## src/rtl/regfile_wb_arbiter_if.sv

```systemverilog
// Writeback bus between the two writeback sources, the register file write port
// and the issue-stage hazard queries.
interface regfile_wb_arbiter_if #(
    parameter int ADDR_W = 5,
    parameter int DATA_W = 32
);
    logic [1:0]        req_valid;
    logic [1:0]        req_ready;
    logic [ADDR_W-1:0] req_addr_0;
    logic [DATA_W-1:0] req_data_0;
    logic [ADDR_W-1:0] req_addr_1;
    logic [DATA_W-1:0] req_data_1;
    logic              rf_write_en;
    logic [ADDR_W-1:0] rf_write_addr;
    logic [DATA_W-1:0] rf_write_data;
    logic [ADDR_W-1:0] query_addr_0;
    logic [ADDR_W-1:0] query_addr_1;
    logic              query_busy_0;
    logic              query_busy_1;
    logic              idle;

    modport master (
        output req_valid, req_addr_0, req_data_0, req_addr_1, req_data_1,
        output query_addr_0, query_addr_1,
        input  req_ready, rf_write_en, rf_write_addr, rf_write_data,
        input  query_busy_0, query_busy_1, idle
    );

    modport slave (
        input  req_valid, req_addr_0, req_data_0, req_addr_1, req_data_1,
        input  query_addr_0, query_addr_1,
        output req_ready, rf_write_en, rf_write_addr, rf_write_data,
        output query_busy_0, query_busy_1, idle
    );
endinterface

```

## src/rtl/regfile_wb_arbiter.sv

```systemverilog
// Two-source writeback arbiter for the register file write port: one holding slot
// per source, round-robin or fixed-priority grant, registered write, RAW queries.
module regfile_wb_arbiter #(
    parameter int ADDR_W         = 5,
    parameter int DATA_W         = 32,
    parameter bit FIXED_PRIORITY = 1'b0
) (
    input logic                clk,
    input logic                rst,
    regfile_wb_arbiter_if.slave bus
);
    logic [1:0]        slot_v;
    logic [ADDR_W-1:0] slot_addr [2];
    logic [DATA_W-1:0] slot_data [2];
    logic [ADDR_W-1:0] in_addr [2];
    logic [DATA_W-1:0] in_data [2];
    logic [1:0]        grant;
    logic [1:0]        ready;
    logic [1:0]        xfer;
    logic              last_grant;
    logic [ADDR_W-1:0] sel_addr;
    logic [DATA_W-1:0] sel_data;
    logic              wr_en;
    logic [ADDR_W-1:0] wr_addr;
    logic [DATA_W-1:0] wr_data;

    assign in_addr[0] = bus.req_addr_0;
    assign in_addr[1] = bus.req_addr_1;
    assign in_data[0] = bus.req_data_0;
    assign in_data[1] = bus.req_data_1;

    // Grant depends only on slot occupancy, so ready never combinationally follows valid.
    always_comb begin
        grant = 2'b00;
        case (slot_v)
            2'b01:   grant = 2'b01;
            2'b10:   grant = 2'b10;
            2'b11: begin
                if (FIXED_PRIORITY)
                    grant = 2'b10;
                else
                    grant = last_grant ? 2'b01 : 2'b10;
            end
            default: grant = 2'b00;
        endcase
    end

    assign ready    = ~slot_v | grant;
    assign xfer     = bus.req_valid & ready;
    assign sel_addr = grant[1] ? slot_addr[1] : slot_addr[0];
    assign sel_data = grant[1] ? slot_data[1] : slot_data[0];

    always_ff @(posedge clk or posedge rst) begin
        if (rst) begin
            slot_v       <= 2'b00;
            slot_addr[0] <= '0;
            slot_addr[1] <= '0;
            slot_data[0] <= '0;
            slot_data[1] <= '0;
        end else begin
            for (int i = 0; i < 2; i++) begin
                if (xfer[i]) begin
                    slot_v[i]    <= 1'b1;
                    slot_addr[i] <= in_addr[i];
                    slot_data[i] <= in_data[i];
                end else if (grant[i]) begin
                    slot_v[i] <= 1'b0;
                end
            end
        end
    end

    always_ff @(posedge clk or posedge rst) begin
        if (rst)
            last_grant <= 1'b1;
        else if (grant != 2'b00)
            last_grant <= grant[1];
    end

    // A write to r0 is drained from its slot but never reaches the register file.
    always_ff @(posedge clk or posedge rst) begin
        if (rst) begin
            wr_en   <= 1'b0;
            wr_addr <= '0;
            wr_data <= '0;
        end else if (grant != 2'b00) begin
            wr_en   <= (sel_addr != '0);
            wr_addr <= sel_addr;
            wr_data <= sel_data;
        end else begin
            wr_en <= 1'b0;
        end
    end

    assign bus.req_ready     = ready;
    assign bus.rf_write_en   = wr_en;
    assign bus.rf_write_addr = wr_addr;
    assign bus.rf_write_data = wr_data;
    assign bus.idle          = (slot_v == 2'b00) && !wr_en;

    assign bus.query_busy_0 = (bus.query_addr_0 != '0) &&
                              ((slot_v[0] && (slot_addr[0] == bus.query_addr_0)) ||
                               (slot_v[1] && (slot_addr[1] == bus.query_addr_0)) ||
                               (wr_en && (wr_addr == bus.query_addr_0)));
    assign bus.query_busy_1 = (bus.query_addr_1 != '0) &&
                              ((slot_v[0] && (slot_addr[0] == bus.query_addr_1)) ||
                               (slot_v[1] && (slot_addr[1] == bus.query_addr_1)) ||
                               (wr_en && (wr_addr == bus.query_addr_1)));
endmodule

```

## src/flat_wrapper.sv

```systemverilog
// flat-port wrapper written by rule: the top's interface ports become plain ports
module regfile_wb_arbiter_flat 
#(
    parameter int ADDR_W         = 5,
    parameter int DATA_W         = 32,
    parameter bit FIXED_PRIORITY = 1'b0
)
  (clk, rst, bus_req_valid, bus_req_addr_0, bus_req_data_0, bus_req_addr_1, bus_req_data_1, bus_query_addr_0, bus_query_addr_1, bus_req_ready, bus_rf_write_en, bus_rf_write_addr, bus_rf_write_data, bus_query_busy_0, bus_query_busy_1, bus_idle);
  regfile_wb_arbiter_if #(.ADDR_W(ADDR_W), .DATA_W(DATA_W)) bus_i ();
  input logic clk;
  input logic rst;
  input wire logic [$bits(bus_i.req_valid)-1:0] bus_req_valid;
  input wire logic [$bits(bus_i.req_addr_0)-1:0] bus_req_addr_0;
  input wire logic [$bits(bus_i.req_data_0)-1:0] bus_req_data_0;
  input wire logic [$bits(bus_i.req_addr_1)-1:0] bus_req_addr_1;
  input wire logic [$bits(bus_i.req_data_1)-1:0] bus_req_data_1;
  input wire logic [$bits(bus_i.query_addr_0)-1:0] bus_query_addr_0;
  input wire logic [$bits(bus_i.query_addr_1)-1:0] bus_query_addr_1;
  output wire logic [$bits(bus_i.req_ready)-1:0] bus_req_ready;
  output wire logic [$bits(bus_i.rf_write_en)-1:0] bus_rf_write_en;
  output wire logic [$bits(bus_i.rf_write_addr)-1:0] bus_rf_write_addr;
  output wire logic [$bits(bus_i.rf_write_data)-1:0] bus_rf_write_data;
  output wire logic [$bits(bus_i.query_busy_0)-1:0] bus_query_busy_0;
  output wire logic [$bits(bus_i.query_busy_1)-1:0] bus_query_busy_1;
  output wire logic [$bits(bus_i.idle)-1:0] bus_idle;
  assign bus_i.req_valid = bus_req_valid;
  assign bus_i.req_addr_0 = bus_req_addr_0;
  assign bus_i.req_data_0 = bus_req_data_0;
  assign bus_i.req_addr_1 = bus_req_addr_1;
  assign bus_i.req_data_1 = bus_req_data_1;
  assign bus_i.query_addr_0 = bus_query_addr_0;
  assign bus_i.query_addr_1 = bus_query_addr_1;
  assign bus_req_ready = bus_i.req_ready;
  assign bus_rf_write_en = bus_i.rf_write_en;
  assign bus_rf_write_addr = bus_i.rf_write_addr;
  assign bus_rf_write_data = bus_i.rf_write_data;
  assign bus_query_busy_0 = bus_i.query_busy_0;
  assign bus_query_busy_1 = bus_i.query_busy_1;
  assign bus_idle = bus_i.idle;
  regfile_wb_arbiter #(.ADDR_W(ADDR_W), .DATA_W(DATA_W), .FIXED_PRIORITY(FIXED_PRIORITY)) u_core (.clk(clk), .rst(rst), .bus(bus_i));
endmodule
```

## config.mk

```make
export PLATFORM = sky130hd
export DESIGN_NAME = regfile_wb_arbiter_flat
export DESIGN_NICKNAME = d
export VERILOG_FILES = /design/src/rtl/regfile_wb_arbiter_if.sv /design/src/rtl/regfile_wb_arbiter.sv /design/src/flat_wrapper.sv
export SDC_FILE = /design/constraint.sdc
export NUM_CORES = 1
export LEC_CHECK = 0
export ABC_AREA = 1
export CORE_ASPECT_RATIO = 1.2
export CORE_MARGIN = 2
export CORE_UTILIZATION = 30
export DETAILED_ROUTE_END_ITERATION = 16
export PLACE_DENSITY = 0.58
export SLEW_MARGIN = 20
export SYNTH_ARGS = -nofsm -noshare
export SYNTH_HDL_FRONTEND = slang
export SYNTH_SLANG_ARGS = --single-unit
```

## constraint.sdc

```tcl
create_clock -name clk -period 4.12 [get_ports clk]
set_input_delay 0.824 -clock clk [delete_from_list [all_inputs] [get_ports clk]]
set_output_delay 0.824 -clock clk [all_outputs]
set_load 0.05 [all_outputs]
```

==> reports/qor.log, run 1 <==
[layout] Cell Count, Final, Fillers Out 927
[sta] final count of negative-setup-slack endpoints 0
[critical_path] Max Fanout on Critical Path 6
[sta] number of slew-limit violations in the final report 0
[job] maxcap violations 0
[floorplanning] Row Count 52
[drt] DRC 0
[floorplanning] starting density of the core 30.78%
[power] share of total power in sequential cells 31.4%
[sta] Final period util 92.90%
[sta] Relative slew margins 39.57%
[clocking] clock buffer depth 2
[sta] final period demand of the worst path 3.827 ns
[global_route] aggregate global routing overflow 0
[sta] worst-case clock skew 0.005306 ns
[clocking] deepest level of the CTS H-tree 4
[sta] summed negative setup slack over all endpoints 0 ns
[min_path] min-delay worst type flop to flop
[critical_path] required arrival time at the worst endpoint 3.30 ns
[sta] maximum clock frequency 261.3 MHz
[placement] Final Wtd Congestion 0.9562
[placement] worst-case setup slack after placement 0.3461 ns
[critical_path] Crit Path Class primary input to primary output
[clocking] number of clock buffers inserted by TritonCTS 17
[drt] routed vias 4323
[floorplanning] area of the core 16980 µm²
[layout] Net count, final 786
[drt] drt pass-1 iters 4
[global_route] maximum number of pins on one net before global-route repair 74
[global_route] vias in the first global route 4436
[layout] number of filler cells placed in the layout 1627
[power] worst vdd rail ir drop 0.3730 mV
[placement] Port Buf Inserts 130
[global_route] initial antenna violation count 0
[placement] placed instance count 895
[floorplanning] Die Area 18500 µm²
[power] net switching power 2.316 mW
[clocking] post-cts hold buffer count 0
[sta] Final Hold Fails 0
[power] relative contribution of the clock network to total power 27.9%
[logic_synthesis] sequential share of the synthesized area 55.09%
[drt] routed length per instance 15.00 µm
[drt] Via density 4.663
[logic_synthesis] Synth warnings 0
[critical_path] signal arrival time at the worst endpoint 3.00 ns
[power] switching part of the total 40.23%
[critical_path] startpoint type of the worst setup path primary input
[clocking] CTS tree built
[logic_synthesis] Mapped Nets 659
[drt] violation count after the first detailed-routing iteration 292
[logic_synthesis] biggest area consumer among synthesized cells sky130_fd_sc_hd__dfrtp_1
[floorplanning] height of the die 148.6 µm
[layout] growth of design area from synthesis to finish 40.65%
[clocking] clock net sink count 115
[logic_synthesis] unique cell type count in the Yosys netlist 21
[floorplanning] die span in x 124.5 µm
[logic_synthesis] most frequently used flop master after synthesis sky130_fd_sc_hd__dfrtp_1
[clocking] post-cts gate resize count 0
[logic_synthesis] number of register bits inferred by synthesis 115
[power] internal power component 3.441 mW
[logic_synthesis] Area contributors post-synth sky130_fd_sc_hd__dfrtp_1, sky130_fd_sc_hd__nand2_1, sky130_fd_sc_hd__mux2_2, sky130_fd_sc_hd__nor2_1, sky130_fd_sc_hd__inv_1
[logic_synthesis] synth cell count leaders sky130_fd_sc_hd__nand2_1, sky130_fd_sc_hd__dfrtp_1, sky130_fd_sc_hd__nor2_1
[clocking] CTS clock-pin slew for the worst setup and hold paths 0.05 ns
[clocking] clock insertion delay at the later pin of the skew report 0.41 ns
[critical_path] CP endpoint kind primary output
[layout] number of antenna diodes 0
[sta] RSZ-0062 raised after global routing false
[sta] Final WS setup 0.2927 ns
[sta] slew at the pin with the worst max-slew slack 0.9033 ns
[logic_synthesis] synthesized netlist cell count 571
[power] logic gate share of total power 40.7%
[logic_synthesis] proportion of register bits with asynchronous set or reset after synthesis 100.0%
[logic_synthesis] number of synthesized flops with an enable pin 0
[layout] layout cells sized above 1 11.11%
[logic_synthesis] average size of a mapped cell 9.153 µm²
[global_route] global-route wire length before repair 22.68 mm
[outcome] result of the run completed
[placement] hpwl dp 9.683 mm
[drt] routed wire length 13.90 mm
[logic_synthesis] share of Yosys cell area claimed by the top area cell type 54.58%
[power] leakage power total 3.352 nW
[clocking] clock tree root buffer cell sky130_fd_sc_hd__clkbuf_16
[logic_synthesis] Mapped Area 5226 µm²
[floorplanning] ports placed on the boundary 131
[clocking] post-CTS setup repair buffer count 0
[global_route] GRT Overall Usage 15.53%
[power] areal power density over the cells 783.1 nW/µm²
[drt] number of routed nets with antenna violations 0
[logic_synthesis] most common cell in the synthesized netlist sky130_fd_sc_hd__nand2_1
## flip-flops by register name, indices dropped and copies added (netlist names)
register,count
u_core.bus.rf_write_data,32
u_core.bus.rf_write_en,1
u_core.last_grant,1
u_core.slot_v,2
u_core.slot_addr,10
u_core.slot_data,64
u_core.bus.rf_write_addr,5
## routing by layer
| metal | track usage [%] | share of wire [%] |
|---|---|---|
| met1 | 18.38 | 41 |
| met2 | 26.67 | 52 |
| met3 | 4.281 | 4.7 |
| met4 | 6.461 | 2.7 |
| met5 | 0 | 0 |
## path summary, 6_finish.rpt
check | startpoint | endpoint | slack, ns | cells after the start
hold reg to reg | u_core.slot_data[0]$_DFFE_PP0P_ | u_core.bus.rf_write_data[0]$_DFFE_PP0P_ | 0.49 | 2
min in group asynchronous | rst | u_core.slot_data[27]$_DFFE_PP0P_ | 0.85 | 2
setup / recovery | bus_query_addr_1[3] | bus_query_busy_1 | 0.29 | 10
hold / removal | u_core.slot_data[0]$_DFFE_PP0P_ | u_core.bus.rf_write_data[0]$_DFFE_PP0P_ | 0.49 | 2
setup reg to reg | u_core.slot_v[0]$_DFFE_PP0P_ | u_core.bus.rf_write_data[21]$_DFFE_PP0P_ | 1.66 | 4
max in group asynchronous | rst | u_core.last_grant$_DFFE_PP1P_ | 2.43 | 3
## cell families after synthesis
| logic type | count (synthesis) | synth area share (%) |
|---|---|---|
| AOI/OAI and AO/OA | 82 | 11.44 |
| muxes | 34 | 7.326 |
| and+or+nand+nor | 252 | 18.82 |
| DFF | 115 | 55.09 |
| buffers and inverters | 88 | 7.326 |
## cell usage in the layout (no fill, tap or decap), types with 9 or more instances in the layout
cell / n
sky130_fd_sc_hd__o311ai_0: 11
sky130_fd_sc_hd__nor2_1: 67
sky130_fd_sc_hd__o21ai_0: 12
sky130_fd_sc_hd__clkdlybuf4s50_1: 130
sky130_fd_sc_hd__clkbuf_16: 17
sky130_fd_sc_hd__a21oi_1: 40
sky130_fd_sc_hd__nand2_1: 162
sky130_fd_sc_hd__o311ai_2: 10
sky130_fd_sc_hd__dfrtp_1: 114
sky130_fd_sc_hd__inv_1: 60
sky130_fd_sc_hd__o311ai_1: 9
sky130_fd_sc_hd__nand3_1: 16
sky130_fd_sc_hd__mux2_2: 26
## worst max-delay path, cell delays in order
cell,delay [ns]
sky130_fd_sc_hd__clkdlybuf4s50_1,0.61
sky130_fd_sc_hd__inv_1,0.09
sky130_fd_sc_hd__nand2_1,0.06
sky130_fd_sc_hd__nand2_1,0.05
sky130_fd_sc_hd__nor2_1,0.20
sky130_fd_sc_hd__nand3_1,0.17
sky130_fd_sc_hd__nand3_1,0.11
sky130_fd_sc_hd__nand2_1,0.05
sky130_fd_sc_hd__inv_1,0.04
sky130_fd_sc_hd__clkdlybuf4s50_1,0.79
## through the flow
stage / cell area [µm²] / total power, mW / utilization, % / hold slack (ns)
floorplan: 5226 / 3.383 / - / 0.4597
detailed placement: 6700 / 4.195 / 39.46 / 0.4821
global placement: 6700 / 4.163 / 39.46 / 0.4771
CTS: 7350 / 5.826 / 43.28 / 0.4948
global route: 7351 / 6.080 / 43.29 / 0.5113
finish: 7351 / 5.757 / 43.29 / 0.4901
## final cells by class
| class | instances | area (µm²) | share of cell area (%) |
|---|---|---|---|
| Multi-Input combinational cell | 368 | 1972 | 26.83 |
| Inverter | 62 | 236.5 | 3.217 |
| Sequential cell | 115 | 2879 | 39.17 |
| Clock inverter | 13 | 206.4 | 2.809 |
| Timing Repair Buffer | 134 | 1344 | 18.28 |
| Tap cell | 216 | 270.3 | 3.677 |
| Clock buffer | 19 | 442.9 | 6.026 |
## power by group through the flow
stage | Clock [mW] | Sequential [mW] | Combinational [mW]
final | 1.61 | 1.81 | 2.34
after global routing | 1.68 | 1.86 | 2.54
after CTS | 1.64 | 1.81 | 2.37
after detailed placement | 0 | 1.82 | 2.37
after global placement | 0 | 1.82 | 2.34
after floorplan | 0 | 2.41 | 0.974
Power figures use the tool's default switching activity.
==> run 2, diff against run 1 <==
--- a/config.mk
+++ b/config.mk
@@ -9,6 +9,7 @@
 export CORE_ASPECT_RATIO = 1.2
 export CORE_MARGIN = 2
 export CORE_UTILIZATION = 30
+export CTS_BUF_LIST = sky130_fd_sc_hd__clkbuf_16
 export DETAILED_ROUTE_END_ITERATION = 16
 export PLACE_DENSITY = 0.58
 export SLEW_MARGIN = 20
==> run 2 against run 1 <==
  * Worst setup slack hardly changed
  * Die area stayed put
  * Clock-buffer cell count is 2 lower
  * Largest cell class unchanged
  * Final cell count stayed put
==> reports/qor.log, run 2 (synthesis results as in run 1) <==
[power] total power 5.735 mW
[drt] routed wire length 13.90 mm
[sta] slew at the pin with the worst max-slew slack 0.9033 ns
[layout] most common cell after layout, fill and taps aside sky130_fd_sc_hd__nand2_1
[floorplanning] ports placed on the boundary 131
[layout] number of flip-flops in the largest register 64
[placement] Final Wtd Congestion 0.9562
[drt] routed length per instance 14.99 µm
[floorplanning] starting density of the core 30.78%
[floorplanning] die span in x 124.5 µm
[placement] hpwl dp 9.683 mm
[floorplanning] Row Count 52
[clocking] clock net sink count 115
[floorplanning] height of the die 148.6 µm
[critical_path] reg2reg setup slack 1.66 ns
[power] leakage power total 3.351 nW
[drt] routed vias 4326
[power] relative contribution of the clock network to total power 27.6%
[drt] number of routed nets with antenna violations 0
[floorplanning] Die Area 18500 µm²
[drt] DRC 0
[sta] maximum clock frequency 261.3 MHz
[layout] Net count, final 786
[sta] worst-case clock skew 0.005389 ns
[layout] number of antenna diodes 0
[sta] Final WS setup 0.2927 ns
[layout] layout cells sized above 1 10.97%
[clocking] CTS tree built
[layout] number of filler cells placed in the layout 1628
[power] worst vdd rail ir drop 0.3730 mV
[critical_path] Max Fanout on Critical Path 6
[global_route] GRT Overall Usage 15.53%
[layout] most frequent cells in the layout sky130_fd_sc_hd__nand2_1, sky130_fd_sc_hd__clkdlybuf4s50_1, sky130_fd_sc_hd__dfrtp_1, sky130_fd_sc_hd__nor2_1, sky130_fd_sc_hd__inv_1
[sta] RSZ-0062 raised after global routing false
[clocking] clock insertion delay at the later pin of the skew report 0.41 ns
[clocking] CTS clock-pin slew for the worst setup and hold paths 0.05 ns
[critical_path] required arrival time at the worst endpoint 3.30 ns
[drt] Via density 4.667
[clocking] post-cts hold buffer count 0
[global_route] global-route wire length before repair 22.68 mm
[critical_path] startpoint type of the worst setup path primary input
[power] areal power density over the cells 781.2 nW/µm²
[critical_path] cell-by-cell listing of the critical path clkdlybuf4s50_1, inv_1, nand2_1, nand2_1, nor2_1, nand3_1, nand3_1, nand2_1, inv_1, clkdlybuf4s50_1
[placement] worst-case setup slack after placement 0.3461 ns
[critical_path] CP endpoint kind primary output
[layout] largest reg by FF count u_core.slot_data
[drt] violation count after the first detailed-routing iteration 291
[critical_path] Max stage delay cell, worst path sky130_fd_sc_hd__clkdlybuf4s50_1
[sta] final period demand of the worst path 3.827 ns
[placement] Port Buf Inserts 130
[global_route] initial antenna violation count 0
[drt] drt pass-1 iters 4
[min_path] min-delay worst type flop to flop
[job] maxcap violations 0
[global_route] vias in the first global route 4436
[sta] final count of negative-setup-slack endpoints 0
[critical_path] signal arrival time at the worst endpoint 3.00 ns
[floorplanning] area of the core 16980 µm²
[sta] Relative slew margins 39.57%
[sta] summed negative setup slack over all endpoints 0 ns
[clocking] deepest level of the CTS H-tree 4
[sta] Final period util 92.90%
[critical_path] Max stage delay on crit path 0.79 ns
[power] share of total power in sequential cells 31.6%
[layout] register cell area after layout 2879 µm²
[power] switching part of the total 40.37%
[clocking] post-cts gate resize count 0
[outcome] result of the run completed
[power] internal power component 3.420 mW
[critical_path] Crit Path Class primary input to primary output
[sta] number of slew-limit violations in the final report 0
[power] net switching power 2.315 mW
[layout] growth of design area from synthesis to finish 40.46%
[critical_path] crit-path most repeated cell sky130_fd_sc_hd__nand2_1
[global_route] maximum number of pins on one net before global-route repair 74
[power] logic gate share of total power 40.8%
[layout] area of the multi-input gates 1972 µm²
[clocking] number of clock buffers inserted by TritonCTS 17
[clocking] post-CTS setup repair buffer count 0
[clocking] clock tree root buffer cell sky130_fd_sc_hd__clkbuf_16
[sta] Final Hold Fails 0
[clocking] clock buffer depth 2
[global_route] aggregate global routing overflow 0
## run 2: changes by cell type in the layout (fill, tap and decap cells not counted)
| cell | previous run | this run |
|---|---|---|
| sky130_fd_sc_hd__clkbuf_1 | 1 | 0 |
| sky130_fd_sc_hd__clkbuf_8 | 1 | 0 |
| sky130_fd_sc_hd__clkinv_1 | 0 | 1 |
| sky130_fd_sc_hd__inv_1 | 60 | 61 |
## run 2: critical path: cells and delay by family
family        cells  cell delay (ns)
simple gates      6             0.64
buf+inv           4             1.53
## run 2: final cells by class
cell class / count / share of cell area [%]
Tap cell: 216 / 3.682
Multi-Input combinational cell: 368 / 26.86
Timing Repair Buffer: 134 / 18.31
Inverter: 62 / 3.221
Sequential cell: 115 / 39.22
Clock buffer: 17 / 5.795
Clock inverter: 15 / 2.915
## run 2: metrics by stage
| step | utilization [%] | hold slack (ns) | area (µm²) | std cells |
|---|---|---|---|---|
| after detailed placement | 39.46 | 0.4821 | 6700 | 895 |
| after global routing | 43.23 | 0.5113 | 7341 | 927 |
| after floorplan | - | 0.4597 | 5226 | 571 |
| after global placement | 39.46 | 0.4771 | 6700 | 895 |
| final | 43.23 | 0.4891 | 7341 | 927 |
| after CTS | 43.22 | 0.4946 | 7340 | 927 |
## run 2: final timing paths
check                      cells past startpoint                       startpoint                                       end
max reg2reg                                    4     u_core.slot_v[0]$_DFFE_PP0P_  u_core.bus.rf_write_data[21]$_DFFE_PP0P_
min                                            2  u_core.slot_data[0]$_DFFE_PP0P_   u_core.bus.rf_write_data[0]$_DFFE_PP0P_
max in group asynchronous                      3                              rst             u_core.last_grant$_DFFE_PP1P_
max                                           10              bus_query_addr_1[3]                          bus_query_busy_1
min reg2reg                                    2  u_core.slot_data[0]$_DFFE_PP0P_   u_core.bus.rf_write_data[0]$_DFFE_PP0P_
min in group asynchronous                      2                              rst          u_core.slot_data[27]$_DFFE_PP0P_
## run 2: power groups by stage
| stage | sequential, mW | clock, mW | combinational (mW) |
|---|---|---|---|
| floorplan | 2.41 | 0 | 0.974 |
| global placement | 1.82 | 0 | 2.34 |
| detailed placement | 1.82 | 0 | 2.37 |
| CTS | 1.81 | 1.62 | 2.37 |
| global route | 1.86 | 1.66 | 2.54 |
| finish | 1.81 | 1.58 | 2.34 |
## run 2: routing by layer
layer  vias to the layer above  track usage, %  share of wire [%]
li1                       2104               -                  -
met1                      2081           18.38                 41
met2                       112           26.67                 52
met3                        29           4.281                4.7
met4                         0           6.461                2.7
met5                         -               0                  0
==> run 3, diff against run 2 <==
--- a/config.mk
+++ b/config.mk
@@ -11,7 +11,7 @@
 export CORE_UTILIZATION = 30
 export CTS_BUF_LIST = sky130_fd_sc_hd__clkbuf_16
 export DETAILED_ROUTE_END_ITERATION = 16
-export PLACE_DENSITY = 0.58
+export PLACE_DENSITY = 0.6
 export SLEW_MARGIN = 20
 export SYNTH_ARGS = -nofsm -noshare
 export SYNTH_HDL_FRONTEND = slang
==> constraint.sdc (replaced) <==
create_clock -name clk -period 3.26 [get_ports clk]
set_input_delay 0.652 -clock clk [delete_from_list [all_inputs] [get_ports clk]]
set_output_delay 0.652 -clock clk [all_outputs]
set_load 0.05 [all_outputs]
==> run 3 against run 2 <==
  * Worst hold slack improved by 0.00099 ns
  * Global-route usage rose by 0.40 points
  * Clock-buffer cell count did not move
  * Clock skew rose by 0.00058 ns
  * Combinational power rose by 27%
  * Non-clock buffer count fell by 1
  * Design area fell by 0.14%
  * Worst setup slack improved by 0.26 ns
  * Critical path type unchanged
==> reports/qor.log, run 3 (synthesis results as in run 1) <==
[sta] final count of negative-setup-slack endpoints 0
[layout] most common cell after layout, fill and taps aside sky130_fd_sc_hd__nand2_1
[sta] summed negative setup slack over all endpoints 0 ns
[layout] Layout Utilization 43.17%
[min_path] worst hold endpoint u_core.slot_data[4]$_DFFE_PP0P_
[sta] Final period util 83.14%
[critical_path] Worst Reg2Reg Path Length in Cells 4
[power] net switching power 2.961 mW
[global_route] GRT Overall Usage 15.92%
[layout] number of antenna diodes 0
[sta] Relative slew margins 39.83%
[power] worst vdd rail ir drop 0.3525 mV
[drt] number of routed nets with antenna violations 0
[critical_path] Max stage delay cell, worst path sky130_fd_sc_hd__clkdlybuf4s50_1
[clocking] CTS clock-pin slew for the worst setup and hold paths 0.06 ns
[critical_path] reg2reg setup slack 0.81 ns
[power] logic gate share of total power 41.7%
[clocking] deepest level of the CTS H-tree 4
[placement] Port Buf Inserts 130
[global_route] aggregate global routing overflow 0
[critical_path] startpoint of the lowest-slack register-to-register path u_core.slot_v[0]$_DFFE_PP0P_
[power] share of total power in sequential cells 31.9%
[sta] Final Hold Fails 0
[clocking] clock tree root buffer cell sky130_fd_sc_hd__clkbuf_16
[critical_path] startpoint type of the worst setup path primary input
[critical_path] CP endpoint kind primary output
[floorplanning] ports placed on the boundary 131
[power] switching part of the total 41.35%
[min_path] min-delay worst type flop to flop
[clocking] post-cts gate resize count 0
[outcome] result of the run completed
[layout] number of flip-flops in the largest register 64
[placement] Final Wtd Congestion 0.8120
[global_route] vias in the first global route 4567
[layout] most frequent cells in the layout sky130_fd_sc_hd__nand2_1, sky130_fd_sc_hd__clkdlybuf4s50_1, sky130_fd_sc_hd__dfrtp_1, sky130_fd_sc_hd__nor2_1, sky130_fd_sc_hd__inv_1
[floorplanning] height of the die 148.6 µm
[job] maxcap violations 0
[drt] drt pass-1 iters 5
[floorplanning] Row Count 52
[power] internal power component 4.199 mW
[critical_path] Worst R2R End u_core.bus.rf_write_data[27]$_DFFE_PP0P_
[layout] layout cells sized above 1 11.27%
[global_route] global-route wire length before repair 23.32 mm
[critical_path] required arrival time at the worst endpoint 2.61 ns
[floorplanning] starting density of the core 30.78%
[power] total power 7.160 mW
[clocking] post-CTS setup repair buffer count 0
[sta] slew at the pin with the worst max-slew slack 0.9015 ns
[layout] growth of design area from synthesis to finish 40.27%
[clocking] clock insertion delay at the later pin of the skew report 0.41 ns
[sta] RSZ-0062 raised after global routing false
[sta] worst-case clock skew 0.005972 ns
[clocking] number of clock buffers inserted by TritonCTS 17
[floorplanning] die span in x 124.5 µm
[drt] DRC 0
[drt] routed length per instance 15.02 µm
[global_route] maximum number of pins on one net before global-route repair 116
[power] relative contribution of the clock network to total power 26.4%
[drt] violation count after the first detailed-routing iteration 246
[critical_path] Max stage delay on crit path 0.60 ns
[drt] routed vias 4387
[power] areal power density over the cells 976.7 nW/µm²
[layout] Net count, final 785
[floorplanning] Die Area 18500 µm²
[critical_path] signal arrival time at the worst endpoint 2.06 ns
[sta] number of slew-limit violations in the final report 0
[layout] largest reg by FF count u_core.slot_data
[clocking] CTS tree built
[drt] Via density 4.738
[placement] hpwl dp 9.372 mm
[global_route] initial antenna violation count 0
[clocking] clock buffer depth 2
[critical_path] number of buffers and inverters on the critical path 4
[critical_path] cell family contributing the most delay on the critical path buffers and inverters
[min_path] startpoint of the worst hold path u_core.slot_data[4]$_DFFE_PP0P_
[critical_path] Max Fanout on Critical Path 5
[critical_path] Crit Path Class primary input to primary output
[sta] final period demand of the worst path 2.710 ns
[min_path] number of cells traversed by the worst hold path 1
[critical_path] crit-path most repeated cell sky130_fd_sc_hd__nand2_1
[critical_path] cell-by-cell listing of the critical path clkdlybuf4s50_1, inv_1, nand2_1, nand2_1, nor2_1, nand3_1, nand3_1, nand2_1, inv_1, buf_12
[sta] maximum clock frequency 368.9 MHz
[drt] routed wire length 13.90 mm
[power] leakage power total 3.334 nW
[sta] Hold Slack 0.4901 ns
[floorplanning] area of the core 16980 µm²
[clocking] post-cts hold buffer count 0
[clocking] clock net sink count 115
run 3: routing by layer:
metal / share of wire [%] / track usage [%] / vias to the layer above
li1: - / - / 2103
met1: 44 / 19.27 / 2154
met2: 50 / 27.40 / 121
met3: 4.2 / 4.460 / 9
met4: 1.5 / 5.393 / 0
met5: 0 / 0 / -
run 3: layout make-up:
class,count,area [µm²]
multi-input cells,368,1972
well taps,216,270.3
repair buffers,133,1366
inverters,62,237.7
clock inverters,15,180.2
clock buffers,17,425.4
flip-flops and latches,115,2879
fillers,1685,9651
run 3: power by group through the flow:
stage                     logic, mW  registers, mW  clock network, mW
after detailed placement       3.02           2.31                  0
after CTS                      3.03           2.29               1.95
after global placement         2.97           2.30                  0
after global routing           3.23           2.35               2.03
final                          2.98           2.28               1.89
after floorplan                1.23           3.04                  0
run 3: stage by stage:
| stage | cell area [µm²] | std cells | worst slack (ns) |
|---|---|---|---|
| 4_1_cts | 7330 | 926 | 0.5279 |
| 5_1_grt | 7331 | 926 | 0.4498 |
| 2_1_floorplan | 5230 | 571 | 0.9764 |
| 6_report | 7331 | 926 | 0.5495 |
| 3_3_place_gp | 6724 | 894 | 0.5545 |
| 3_5_place_dp | 6724 | 894 | 0.5715 |
run 3: worst max-delay path by stage:
stage	slack, ns	endpoint	from	depth (start not counted)
finish	0.55	bus_query_busy_0	bus_query_addr_0[3]	10
global route	0.45	bus_query_busy_0	bus_query_addr_0[3]	10
CTS	0.53	bus_req_ready[1]	u_core.slot_v[0]$_DFFE_PP0P_	4
detailed placement	0.57	bus_query_busy_1	bus_query_addr_1[4]	10
global placement	0.55	bus_query_busy_1	bus_query_addr_1[4]	10
floorplan	0.98	bus_idle	u_core.slot_v[1]$_DFFE_PP0P_	5
run 3: worst reg2reg max path, stage by stage, from the launching register on:
cell                       delay (ns)
sky130_fd_sc_hd__dfrtp_1         0.51
sky130_fd_sc_hd__nand2_1         0.14
sky130_fd_sc_hd__nand2_2         0.26
sky130_fd_sc_hd__clkinv_2        0.78
sky130_fd_sc_hd__o311ai_0        0.63
